===== config.mk =====
export PLATFORM = sky130hd
export DESIGN_NAME = captura_jogada
export DESIGN_NICKNAME = d
export VERILOG_FILES = /design/src/rtl/captura_jogada.sv
export SDC_FILE = /design/constraint.sdc
export NUM_CORES = 1
export LEC_CHECK = 0
export ABC_AREA = 1
export CAP_MARGIN = 20
export CORE_MARGIN = 3
export CORE_UTILIZATION = 40
export DETAILED_ROUTE_END_ITERATION = 6
export PLACE_DENSITY_LB_ADDON = 0.1
export SYNTH_ARGS = -nofsm -noshare
export SYNTH_HDL_FRONTEND = slang
export SYNTH_SLANG_ARGS = --single-unit

===== constraint.sdc =====
create_clock -name clock -period 4.1 [get_ports clock]
set_input_delay 0.41 -clock clock [delete_from_list [all_inputs] [get_ports clock]]
set_output_delay 0.41 -clock clock [all_outputs]
set_load 0.05 [all_outputs]

===== src/rtl/captura_jogada.sv =====
// captura_jogada: synchronizes and debounces the push-buttons and captures one play per arm.
// Optional build macro CAPTURA_ONEHOT_CHECK_EN: only single-button patterns count as a press while waiting.
module captura_jogada #(
    parameter int DEBOUNCE_CYCLES = 4,
    parameter int TIMEOUT_CYCLES  = 5000
) (
    input  logic       clock,
    input  logic       reset,
    input  logic       habilita,
    input  logic [3:0] botoes,
    output logic [3:0] jogada,
    output logic       jogada_feita,
    output logic       timeout,
    output logic       aguardando,
    output logic       db_tem_jogada,
    output logic [1:0] db_estado
);
    localparam int TW = $clog2(TIMEOUT_CYCLES + 1);
    localparam int DW = $clog2(DEBOUNCE_CYCLES + 1);
    localparam logic [TW-1:0] T_LIM = TW'(TIMEOUT_CYCLES);
    localparam logic [DW-1:0] D_LIM = DW'(DEBOUNCE_CYCLES);

    typedef enum logic [1:0] {
        OCIOSO        = 2'd0,
        ESPERA_JOGADA = 2'd1,
        FILTRO        = 2'd2,
        SOLTURA       = 2'd3
    } estado_t;

    estado_t       estado_q, estado_d;
    logic [TW-1:0] cnt_t_q, cnt_t_d;
    logic [DW-1:0] cnt_d_q, cnt_d_d;
    logic [3:0]    padrao_q, padrao_d;
    logic [3:0]    botoes_r_q;
    logic [3:0]    jogada_q, jogada_d;
    logic          feita_q, feita_d;
    logic          timeout_q, timeout_d;
    logic          aguardando_q, aguardando_d;

    logic [3:0]    amostra;
    logic [TW-1:0] cnt_t_inc;
    logic          t_fim;

    always_comb begin
`ifdef CAPTURA_ONEHOT_CHECK_EN
        // A chord (two or more buttons) looks like no press at all while waiting.
        amostra = ((botoes_r_q & (botoes_r_q - 4'd1)) == 4'd0) ? botoes_r_q : 4'd0;
`else
        amostra = botoes_r_q;
`endif
        cnt_t_inc = cnt_t_q + TW'(1);
        t_fim     = (cnt_t_inc == T_LIM);
    end

    always_comb begin
        estado_d  = estado_q;
        cnt_t_d   = cnt_t_q;
        cnt_d_d   = cnt_d_q;
        padrao_d  = padrao_q;
        jogada_d  = jogada_q;
        feita_d   = 1'b0;
        timeout_d = 1'b0;
        case (estado_q)
            OCIOSO: begin
                if (habilita) begin
                    estado_d = ESPERA_JOGADA;
                    cnt_t_d  = '0;
                end
            end
            ESPERA_JOGADA: begin
                cnt_t_d = cnt_t_inc;
                if (amostra != 4'd0) begin
                    estado_d = FILTRO;
                    padrao_d = amostra;
                    cnt_d_d  = DW'(1);
                end
                if (t_fim) begin
                    estado_d  = OCIOSO;
                    timeout_d = 1'b1;
                end
            end
            FILTRO: begin
                cnt_t_d = cnt_t_inc;
                // A completed debounce takes priority over a timeout on the same edge.
                if (cnt_d_q == D_LIM) begin
                    estado_d = SOLTURA;
                    jogada_d = padrao_q;
                    feita_d  = 1'b1;
                    cnt_d_d  = '0;
                end else begin
                    if (amostra == 4'd0) begin
                        estado_d = ESPERA_JOGADA;
                    end else if (amostra == padrao_q) begin
                        cnt_d_d = cnt_d_q + DW'(1);
                    end else begin
                        padrao_d = amostra;
                        cnt_d_d  = DW'(1);
                    end
                    if (t_fim) begin
                        estado_d  = OCIOSO;
                        timeout_d = 1'b1;
                    end
                end
            end
            SOLTURA: begin
                if (botoes_r_q != 4'd0) begin
                    cnt_d_d = '0;
                end else if (cnt_d_q + DW'(1) == D_LIM) begin
                    estado_d = OCIOSO;
                    cnt_d_d  = '0;
                end else begin
                    cnt_d_d = cnt_d_q + DW'(1);
                end
            end
            default: estado_d = OCIOSO;
        endcase
        aguardando_d = (estado_d == ESPERA_JOGADA) || (estado_d == FILTRO);
    end

    always_ff @(posedge clock or negedge reset) begin
        if (!reset) begin
            estado_q     <= OCIOSO;
            cnt_t_q      <= '0;
            cnt_d_q      <= '0;
            padrao_q     <= 4'd0;
            botoes_r_q   <= 4'd0;
            jogada_q     <= 4'd0;
            feita_q      <= 1'b0;
            timeout_q    <= 1'b0;
            aguardando_q <= 1'b0;
        end else begin
            estado_q     <= estado_d;
            cnt_t_q      <= cnt_t_d;
            cnt_d_q      <= cnt_d_d;
            padrao_q     <= padrao_d;
            botoes_r_q   <= botoes;
            jogada_q     <= jogada_d;
            feita_q      <= feita_d;
            timeout_q    <= timeout_d;
            aguardando_q <= aguardando_d;
        end
    end

    assign jogada        = jogada_q;
    assign jogada_feita  = feita_q;
    assign timeout       = timeout_q;
    assign aguardando    = aguardando_q;
    assign db_tem_jogada = |botoes_r_q;
    assign db_estado     = estado_q;
endmodule


* After elaboration in Yosys (flattened, before gate mapping)
Cells that the tools add are included.
** Word-level totals
- Register bits :: 33
- Output and inout port bits :: 10
** Operators by class
- Add/subtract/negate cells :: 2
- Equal/unequal tests :: 15
- Mux-type cells :: 28
- Reduce and logical (&&, ||, !) cells :: 13
** Operators with widths (count)
- $pmux 13 s2 :: 1
- $mux 3 :: 6
- $mux 2 :: 8
- $mux 4 :: 4
- $add 13x1->13 const B :: 1
- $eq 13x13->1 const B :: 1
- $mux 13 :: 1
- $ne 2x2->1 const B :: 5
- $pmux 3 s3 :: 1
- $pmux 2 s4 :: 1
- $pmux 4 s2 :: 1
- $eq 2x2->1 const B :: 3
- $eq 3x3->1 const B :: 2
- $reduce_and 5->1 :: 1
- $eq 2x1->1 const B :: 2
- $eq 4x4->1 :: 1
- $logic_not 4->1 :: 1
- $mux 1 :: 4
- $reduce_and 2->1 :: 2
- $reduce_bool 2->1 :: 2
- $reduce_bool 4->1 :: 1
- $reduce_or 4->1 :: 1
- $add 3x1->3 const B :: 1
- $ne 3x3->1 const B :: 1
- other kinds (6) :: 6

* Longest topological paths before layout
- Depth after elaboration :: 7
- Mapped depth :: 15
- Depth with buffers taken out :: 15

* Worst setup path before layout
Ideal clock, no wire load.
- Path type :: reg-to-reg
- From :: register estado_q[0], in the netlist db_estado[0]
- To :: register padrao_q[0]
- Data arrival time :: 1.910 ns
- Data required time :: 3.974 ns
- Slack :: 2.064 ns
- Stages on the path, launching flop included :: 8
- Period minus slack after synthesis :: 2.036 ns
- Cell sequence :: dfrtp_1 > inv_1 > ha_1 > inv_1 > nor2_1 > a2111o_1 > nand2_1 > o21ai_0
** On the way
- Cells in the longest elaborated chain, start to end :: 3
- Elaborated cells on any way between the ends :: 9
- Those cells by class :: eq/ne (6); mux (1); reduce/logical (2)
** Ends and longest elaborated chain
- start: declaration :: RTL line 30 : estado_t estado_q, estado_d;
- start signal: assignment :: RTL line 132 : estado_q <= estado_d;
- $eq 2x2->1 / $eq 2x1->1 (equally long branches) :: RTL line 63 : case (estado_q)
- $ne 2x2->1 (no source line) / $reduce_bool 2->1 (equally long branches)
- $reduce_and 5->1 (no source line)
- end signal: assignment :: RTL line 135 : padrao_q <= padrao_d;
- end: declaration :: RTL line 33 : logic [3:0] padrao_q, padrao_d;
Parallel ways exist; a longest one is shown, timed or not.
A chain may end at the register's enable or synchronous reset.

* Worst setup path in the final report
- From :: register botoes_r_q[3], in the netlist amostra[3]
- To :: output port db_tem_jogada
** On the way
- Cells in the longest elaborated chain, start to end :: 1
** Ends and longest elaborated chain
- start: declaration :: RTL line 34 : logic [3:0] botoes_r_q;
- start signal: assignment :: RTL line 136 : botoes_r_q <= botoes;
- $reduce_or 4->1 :: RTL line 148 : assign db_tem_jogada = |botoes_r_q;
- end: declaration :: RTL line 15 : output logic db_tem_jogada,
Every way passes these cells.

==> impl_metrics.yaml <==
clock_network:
  htree_levels: 2
  hold_buffers: 0
  postCtsSetupBuffers: 0
  cts_buffers: 5
  clockBufferDepth: 2
  clkSinkCount: 33
  clk_latency_ps: 290
  cts_resized: 0
  cts-root-buf: "clkbuf_8"
  cts_tree: "built"
  path_clk_slew_ps: 70
yosys:
  ys_seq_elements: 33
  synth_top_area_frac: 0.447
  netlist_area_um2: 1850
  synth_seq_area_share: 0.447
  synth_nets: 248
  syn_inst: 233
  yosysUniqueCellTypes: 27
  synth_area_leader_cell: "dfrtp_1"
  yosys-top-cells-area: "dfrtp_1 (45%), nand2_1 (14%), inv_1 (7.1%)"
  ys_warn_count: 0
  avgSynthCellArea_um2: 7.93
timing:
  fin_crit_ps: 2180
  maxSlewViolCount: 0
  setup_viol: 0
  fin_setup_tns_ps: 0
  fin_crit_sh: 0.533
  relSlewSlack: 0.647
  fin_worst_skew_ps: 8.70
  setup_slack_ps: 1920
  rsz0062_at_grt: "false"
  fmax_ghz: 0.458
  hold_viol: 0
  worst_slew_pin_slew_ps: 527
grt:
  grt_usage: 0.153
  grt_pass1_wl_mm: 6.39
  grt_overflow_total: 0
  grt_max_degree: 34
  first_global_vias: 1445
  antenna_found_initial: 0
layout:
  drive_above_1_share: 0.0778
  mostFrequentLayoutCells: "nand2_1 (67), inv_1 (35), dfrtp_1 (33), o21ai_0 (16), clkdlybuf4s50_1 (16)"
  final_common_cell: "nand2_1"
  num-nets-final: 271
  diodes: 0
  fin_util: 0.489
  area_growth_pct: 16.9
job:
  maxCapViolCount: 0
power_and_ir_drop:
  ir_drop_v: 0.000193
  p_per_area_nw_per_um2: 460
  p_leak_nw: 1.17
detailed_routing:
  drtPass1Iterations: 4
  route.detailed.drc: 0
  vias: 1553
  antenna_left: 0
  wl_per_cell_um: 12.1
  viasPerCell: 5.03
  routed_wl_mm: 3.75
  drt-initial-drc-count: 105
critical_path:
  end_kind: "output port"
  start_kind: "flop"
  crit_required_ps: 3690
  crit_path_max_fanout: 5
  crit_type: "flop to output port"
  worstPathArrival_ps: 1770
place:
  port_buffers: 16
  dp_slack_ps: 2160
  hpwlAfterDp_mm: 2.73
  gp_congestion: 0.795
die:
  io_pins: 17
  die_h_um: 73.9
  die_width_um: 73.9
  rows: 24
  start_util: 0.418
  core_area_um2: 4410
  design.die.area_um2: 5470
run_status:
  status: "finished, final reports clean"
hold_path:
  holdCritPathClass: "flop to flop"
routing by layer:
| metal | routed length [µm] | global-route usage | up-vias |
|---|---|---|---|
| li1 | - | - | 806 |
| met1 | 1770 | 0.208 | 709 |
| met2 | 1730 | 0.227 | 31 |
| met3 | 170 | 0.0419 | 7 |
| met4 | 69 | 0.0664 | 0 |
| met5 | 0 | 0 | - |
flip-flops by register name (all words and copies together) (netlist names):
register and cells:
aguardando 1, amostra 4, cnt_d_q 3, cnt_t_q 13, db_estado 2, jogada 4
jogada_feita 1, padrao_q 4, timeout 1
synth_stat cells (all sizes together):
| library cell | n |
|---|---|
| clkbuf | 1 |
| nand2 | 69 |
| o31ai | 2 |
| nand4 | 5 |
| a32oi | 1 |
| xor2 | 5 |
| a2111o | 1 |
| o21a | 1 |
| nor3 | 4 |
| ha | 8 |
| a32o | 1 |
| dfrtp | 33 |
| nor2 | 19 |
| o22ai | 8 |
| nor4 | 1 |
| inv | 35 |
| a21oi | 5 |
| nand3 | 13 |
| o21ai | 18 |
| xnor2 | 3 |
through the flow:
| stage | cell area, µm² | instances | power, mW | hold WS (ps) |
|---|---|---|---|---|
| floorplan | 1850 | 233 | 0.676 | 114 |
| global placement | 2080 | 301 | 0.763 | 457 |
| detailed placement | 2080 | 301 | 0.762 | 467 |
| CTS | 2160 | 309 | 1.00 | 483 |
| global route | 2160 | 309 | 1.08 | 502 |
| finish | 2160 | 309 | 0.992 | 479 |
cell families (layout without fill, tap and decap cells):
group / Yosys count / after routing / share of synthesized area
and+or+nand+nor: 111 / 111 / 0.266
buffers and inverters: 36 / 60 / 0.0732
xor gates and xnor gates: 8 / 8 / 0.0379
adders and majority gates: 8 / 8 / 0.0542
AOI/OAI and AO/OA: 37 / 37 / 0.122
DFF: 33 / 33 / 0.447
critical path, stage by stage (launching register included):
cell             delay [ps]
dfrtp_1                 370
inv_1                    60
nand4_1                 210
clkdlybuf4s50_1         850
final cells by class:
type                       instances  area (µm²)
sequential                        33         826
tap                               52        65.1
multi-input combinational        164         886
inverter                          35         131
fill                             440        2260
clock buffer                       6        72.6
timing repair buffer              17         168
clock inverter                     2        10.0
path summary, 6_finish.rpt:
| path | slack (ps) | end | cells after the start | start |
|---|---|---|---|---|
| max reg2reg | 2160 | padrao_q[2]$_DFFE_PN0P_ | 7 | db_estado[0]$_DFF_PN0_ |
| max | 1920 | db_tem_jogada | 3 | amostra[3]$_DFF_PN0_ |
| max in group asynchronous | 3270 | padrao_q[2]$_DFFE_PN0P_ | 2 | reset |
| min | 480 | jogada[2]$_DFFE_PN0P_ | 2 | jogada[2]$_DFFE_PN0P_ |
| min in group asynchronous | 530 | db_estado[0]$_DFF_PN0_ | 2 | reset |
| min reg2reg | 480 | jogada[2]$_DFFE_PN0P_ | 2 | jogada[2]$_DFFE_PN0P_ |
power by group:
group          total, mW  leakage [nW]  switching, mW  internal [mW]
Clock              0.237        0.0450          0.119          0.118
Combinational      0.385         0.749          0.247          0.139
Sequential         0.370         0.373         0.0200          0.350
(Power assumes the default switching activity.)
